### src/rtl/imm_extend_pipe_if.sv
`default_nettype none
// ============================================================================
// Module   : imm_extend_pipe_if
// Brief    : Decode-to-execute immediate handshake bundle (input side and result side).
// Revision : 1.0
// ============================================================================
interface imm_extend_pipe_if #(
  parameter int XLEN = 32
);
  logic            in_valid;
  logic            in_ready;
  logic [24:0]     instr;
  logic [2:0]      immsrc;
  logic            out_valid;
  logic            out_ready;
  logic [XLEN-1:0] immext;
  logic            illegal;

  // Producer/consumer side (decode + execute)
  modport master (
    output in_valid, instr, immsrc, out_ready,
    input  in_ready, out_valid, immext, illegal
  );

  // Extender block side
  modport slave (
    input  in_valid, instr, immsrc, out_ready,
    output in_ready, out_valid, immext, illegal
  );
endinterface
`default_nettype wire

### src/rtl/imm_extend_pipe.sv
`default_nettype none
// ============================================================================
// Module   : imm_extend_pipe
// Brief    : RISC-V immediate extender (I/S/B/J/U) behind a valid/ready
//            handshake with a 2-entry (output + skid) buffer.
//            Define IMM_ZIMM_EN to enable the CSR Z-format on immsrc 101.
// Revision : 1.0
// ============================================================================
module imm_extend_pipe #(
  parameter int XLEN = 32
) (
  input  logic             clk,
  input  logic             reset,
  imm_extend_pipe_if.slave bus
);

  localparam logic [2:0] c_src_i = 3'b000;
  localparam logic [2:0] c_src_s = 3'b001;
  localparam logic [2:0] c_src_b = 3'b010;
  localparam logic [2:0] c_src_j = 3'b011;
  localparam logic [2:0] c_src_u = 3'b100;
`ifdef IMM_ZIMM_EN
  localparam logic [2:0] c_src_z = 3'b101;
`endif

  generate
    if (XLEN != 32 && XLEN != 64) begin : g_bad_xlen
      $error("imm_extend_pipe: XLEN must be 32 or 64");
    end
  endgenerate

  // Keep native RISC-V bit numbering for the instruction fields
  logic [31:7]     w_i;
  logic [31:0]     w_imm32;
  logic            w_ill;
  logic [XLEN-1:0] w_dec;

  assign w_i = bus.instr;

  always_comb begin
    w_imm32 = '0;
    w_ill   = 1'b0;
    case (bus.immsrc)
      c_src_i: w_imm32 = {{20{w_i[31]}}, w_i[31:20]};
      c_src_s: w_imm32 = {{20{w_i[31]}}, w_i[31:25], w_i[11:7]};
      c_src_b: w_imm32 = {{20{w_i[31]}}, w_i[7], w_i[30:25], w_i[11:8], 1'b0};
      c_src_j: w_imm32 = {{12{w_i[31]}}, w_i[19:12], w_i[20], w_i[30:21], 1'b0};
      c_src_u: w_imm32 = {w_i[31:12], 12'b0};
`ifdef IMM_ZIMM_EN
      c_src_z: w_imm32 = {27'b0, w_i[19:15]};
`endif
      default: w_ill = 1'b1;
    endcase
  end

  // Bit 31 of every 32-bit form is already the correct extension bit
  generate
    if (XLEN == 32) begin : g_xlen32
      assign w_dec = w_imm32;
    end else begin : g_xlenwide
      assign w_dec = {{(XLEN-32){w_imm32[31]}}, w_imm32};
    end
  endgenerate

  logic            r_o_valid;
  logic [XLEN-1:0] r_o_imm;
  logic            r_o_ill;
  logic            r_k_valid;
  logic [XLEN-1:0] r_k_imm;
  logic            r_k_ill;
  logic            r_in_ready;

  logic w_accept;
  logic w_pop;

  assign w_accept = bus.in_valid & r_in_ready;
  assign w_pop    = r_o_valid & bus.out_ready;

  // r_in_ready mirrors ~r_k_valid so in_ready comes straight off a flop
  always_ff @(posedge clk) begin
    if (reset) begin
      r_o_valid  <= 1'b0;
      r_o_imm    <= '0;
      r_o_ill    <= 1'b0;
      r_k_valid  <= 1'b0;
      r_k_imm    <= '0;
      r_k_ill    <= 1'b0;
      r_in_ready <= 1'b1;
    end else if (w_pop && r_k_valid) begin
      r_o_imm    <= r_k_imm;
      r_o_ill    <= r_k_ill;
      r_k_valid  <= 1'b0;
      r_in_ready <= 1'b1;
    end else if (w_pop && w_accept) begin
      r_o_imm <= w_dec;
      r_o_ill <= w_ill;
    end else if (w_pop) begin
      r_o_valid <= 1'b0;
    end else if (!r_o_valid && w_accept) begin
      r_o_valid <= 1'b1;
      r_o_imm   <= w_dec;
      r_o_ill   <= w_ill;
    end else if (r_o_valid && w_accept) begin
      r_k_valid  <= 1'b1;
      r_k_imm    <= w_dec;
      r_k_ill    <= w_ill;
      r_in_ready <= 1'b0;
    end
  end

  assign bus.in_ready  = r_in_ready;
  assign bus.out_valid = r_o_valid;
  assign bus.immext    = r_o_imm;
  assign bus.illegal   = r_o_ill;

endmodule
`default_nettype wire

### src/flat_wrapper.sv
// flat-port wrapper written by rule: the top's interface ports become plain ports
module imm_extend_pipe_flat 
#(
  parameter int XLEN = 32
)
  (clk, reset, bus_in_valid, bus_instr, bus_immsrc, bus_out_ready, bus_in_ready, bus_out_valid, bus_immext, bus_illegal);
  imm_extend_pipe_if #(.XLEN(XLEN)) bus_i ();
  input  logic clk;
  input  logic reset;
  input wire logic [$bits(bus_i.in_valid)-1:0] bus_in_valid;
  input wire logic [$bits(bus_i.instr)-1:0] bus_instr;
  input wire logic [$bits(bus_i.immsrc)-1:0] bus_immsrc;
  input wire logic [$bits(bus_i.out_ready)-1:0] bus_out_ready;
  output wire logic [$bits(bus_i.in_ready)-1:0] bus_in_ready;
  output wire logic [$bits(bus_i.out_valid)-1:0] bus_out_valid;
  output wire logic [$bits(bus_i.immext)-1:0] bus_immext;
  output wire logic [$bits(bus_i.illegal)-1:0] bus_illegal;
  assign bus_i.in_valid = bus_in_valid;
  assign bus_i.instr = bus_instr;
  assign bus_i.immsrc = bus_immsrc;
  assign bus_i.out_ready = bus_out_ready;
  assign bus_in_ready = bus_i.in_ready;
  assign bus_out_valid = bus_i.out_valid;
  assign bus_immext = bus_i.immext;
  assign bus_illegal = bus_i.illegal;
  imm_extend_pipe #(.XLEN(XLEN)) u_core (.clk(clk), .reset(reset), .bus(bus_i));
endmodule
### config.mk
export PLATFORM = sky130hd
export DESIGN_NAME = imm_extend_pipe_flat
export DESIGN_NICKNAME = d
export VERILOG_FILES = /design/src/rtl/imm_extend_pipe_if.sv /design/src/rtl/imm_extend_pipe.sv /design/src/flat_wrapper.sv
export SDC_FILE = /design/constraint.sdc
export NUM_CORES = 1
export LEC_CHECK = 0
export BUFFER_PORTS_ARGS = -buffer_cell sky130_fd_sc_hd__buf_2
export CORE_MARGIN = 2
export CORE_UTILIZATION = 55
export CTS_CLUSTER_SIZE = 10
export DETAILED_ROUTE_END_ITERATION = 10
export PLACE_DENSITY = 0.8
export RECOVER_POWER = 50
export SLEW_MARGIN = 40
export SYNTH_ARGS = -nofsm -noshare
export SYNTH_HDL_FRONTEND = slang
export SYNTH_SLANG_ARGS = --single-unit
### constraint.sdc
create_clock -name clk -period 1.7 [get_ports clk]
set_input_delay 0.34 -clock clk [delete_from_list [all_inputs] [get_ports clk]]
set_output_delay 0.34 -clock clk [all_outputs]
set_load 0.02 [all_outputs]
==> key figures <==
Global route
  • Antenna violations before repair: 0
  • Vias in the first global route: 2714
  • Most used routing layer: met2
  • Global-route wire length before repair: 13140 um
  • Largest net degree at the start of global routing: 38
  • Met3 GRT Util: 0.04396
  • Routing usage on met2: 0.3927
  • GRT overflow: 0
  • Met1 Use GR: 0.3632
  • Total track usage: 0.2572

Floorplan
  • I/O Pins: 67
  • Die X-Extent: 81.73 um
  • Initial Util: 0.5646
  • Die Ht: 81.73 um
  • Row count: 28
  • Core Box Area: 5886 um^2
  • Full die area: 6680 um^2

Timing
  • Relative slew slack: 0.7224
  • Least-Margin Pin Slew: approximately 0.42 ns
  • Setup violators final: 0
  • Fmax: approximately 660 MHz
  • Clk_skew: 0.006754 ns
  • Crit path time final: 1.514 ns
  • Hold Fails Final Rpt: 0
  • RSZ-0062 raised after global routing: false
  • Final worst-path cycle share: 0.8908
  • Max-slew violations: 0
  • Fin Setup TNS: 0 ns

Route
  • DR vias: 3135
  • WL per Instance: between 15 and 20 um
  • Via-to-Cell Ratio: 5.763
  • Detailed Route Iter0 Violations: 268
  • Drt drc: 0
  • Post-DRT Antenna Nets: 0
  • Drt pass-1 iters: 6
  • Final wirelength: a little over 8000 um

Synth
  • Post-synth net total: 437
  • Top FF cell, synth: dfxtp_1
  • Number of flops mapped to enable cells by yosys: 0
  • Synthesized cell area: between 3000 and 4000 um^2
  • Cell count after synthesis: around 410
  • Register area share after synthesis: 0.4157
  • Yosys warnings: 0
  • Synth area leader: dfxtp_1
  • Register bit total from synthesis: 69
  • Area contributors post-synth: dfxtp_1 42%, nor2_1 6.4%, a21oi_1 6.2%
  • Ys async rst share: 0
  • Post-Syn Area per Cell: 8.205 um^2
  • Top cell type's share of synthesized area: 0.4157
  • Distinct cells, synth: 38

Pwr
  • Worst VDD drop: 0.0006170 V
  • Leak: ~1.5 nW
  • PD cells: around 930 nW/um^2

Finish
  • Antenna cells: 0
  • Fillers: 515
  • Area delta synth->final: 17.62%
  • Layout Nets: 497
  • Final core utilization: 0.6641
  • Fraction of layout cells with a size suffix above 1: 0.1663
  • Finished Layout Cells: 544

Placed design
  • Routability cong.: 0.8399
  • Port Buf Inserts: between 60 and 70
  • Inst Count DP: about 530
  • Placed wire-length estimate: 5530 um

Setup path
  • Crit path max fanout: 37
  • Crit path cell chain: nand4b_1, clkbuf_4, a2111oi_0, a21oi_1, nor2_1
  • Reg2reg start: u_core.bus.out_valid
  • Reg2reg end: u_core.r_k_imm[11]
  • WS Path Type: register to register
  • Worst EP required: 1.99 ns
  • Critical Path Source: u_core.bus.out_valid
  • R2r setup slk: ~0.19 ns
  • Startpoint Class: register
  • Slowest stage delay, CP: 0.47 ns
  • Crit. End Element: register
  • Capture point of the critical path: u_core.r_k_imm[11]
  • CP max-delay cell: dfxtp_1
  • CP arrival: 1.80 ns
  • FF-to-FF path depth: 5

Worst hold path
  • Hold crit path type: input port to register

Clock tree
  • Resized Gates After CTS: 0
  • Clock Path Buffers: 2
  • Clock root buffer: clkbuf_8
  • H-tree levels: 3
  • Setup Buffers After CTS: 0
  • Total CTS buffers: 9
  • Sink Count: a little under 70
  • Clk slew on worst S/H paths: 0.07 ns
  • Clk Latency, worst-skew pair: 0.35 ns
  • CTS tree: yes
  • Hold buffers post-CTS: 0

Outcome
  • Status: completed

Flow run
  • Number of max-cap violations: 0
-- sequential cells by signal, summed over array words and instances, names as in the netlist --
register,cells
u_core.bus.illegal,1
u_core.bus.immext,32
u_core.bus.in_ready,1
u_core.bus.out_valid,1
u_core.r_k_ill,1
u_core.r_k_imm,32
u_core.r_k_valid,1
-- kinds of logic (layout without fill, tap and decap cells) --
| family | after synthesis | count (layout) | synth area share |
|---|---|---|---|
| AO/OA/AOI/OAI | 106 | 106 | 0.2078 |
| XOR/XNOR | 1 | 1 | 0.004896 |
| buffers and inverters | 40 | 104 | 0.06363 |
| flip-flops | 69 | 69 | 0.4157 |
| multiplexers | 6 | 6 | 0.01807 |
| AND/OR/NAND/NOR | 183 | 183 | 0.2899 |
-- metrics by stage --
stage	instance area, um^2	hold slack [ns]	worst slack [ns]	power (mW)
detailed placement	3784	0.4447	0.02414	2.395
global route	3909	0.2544	0.04330	3.778
global placement	3784	0.4392	0.09691	2.377
floorplan	3323	0.4332	0.2038	2.179
CTS	3964	0.2563	0.2571	3.657
finish	3909	0.2622	0.1857	3.636
-- cell usage after synthesis (all sizes together) (3+ instances only) --
cell type,instances
nand3,3
o211ai,14
nor3,18
o21ai,12
nand4bb,6
clkbuf,18
a211o,11
nand4b,9
nor3b,7
dfxtp,69
nand2b,16
a21oi,42
a211oi,23
nand2,45
buf,22
nor2,58
nand4,8
mux2i,6
-- worst min-delay path by stage --
stage,start,to,slack [ns],cells after the start
floorplan,u_core.r_k_imm[0],u_core.r_k_imm[0],0.43,2
global placement,u_core.r_k_imm[0],u_core.r_k_imm[0],0.44,2
detailed placement,u_core.bus.immext[15],u_core.bus.immext[15],0.44,2
CTS,bus_instr[23],u_core.bus.immext[10],0.26,3
global route,bus_instr[23],u_core.bus.immext[10],0.25,3
finish,bus_instr[23],u_core.bus.immext[10],0.26,3
-- per-layer routing --
metal | part of all wire | vias up
met5 | 0 | -
li1 | - | 1560
met4 | 0.015 | 0
met2 | 0.47 | 86
met3 | 0.051 | 10
met1 | 0.46 | 1479
-- cells in the final DEF (no fill, tap or decap), types with 8 or more instances in the layout --
master	instances
a21oi_1	41
clkbuf_8	9
buf_2	32
nand4_1	8
o21ai_0	11
nand2_1	45
a211oi_1	23
nor2_1	57
a211o_1	11
dfxtp_1	69
nand4b_1	9
buf_4	17
clkbuf_1	35
nor3_1	16
o211ai_1	14
nand2b_1	16
-- power breakdown --
| group | internal [mW] | switching [mW] |
|---|---|---|
| Sequential | 1.70 | 0.0462 |
| Combinational | 0.231 | 0.372 |
| Clock | 0.662 | 0.627 |
-- final cells by class --
| type | count | area [um^2] | area share |
|---|---|---|---|
| clock buffers | 10 | 127.6 | 0.03265 |
| clock inverters | 5 | 52.55 | 0.01344 |
| flip-flops and latches | 69 | 1381 | 0.3534 |
| multi-input cells | 296 | 1730 | 0.4427 |
| well taps | 75 | 93.84 | 0.02401 |
| repair buffers | 89 | 523.0 | 0.1338 |
-- critical path: cells and delay by family, from the launching register on --
kind | cells | cell delay (ns)
AO/OA/AOI/OAI | 2 | 0.43
flip-flops | 1 | 0.47
buffers and inverters | 1 | 0.33
AND/OR/NAND/NOR | 2 | 0.22
(Power assumes the default switching activity.)
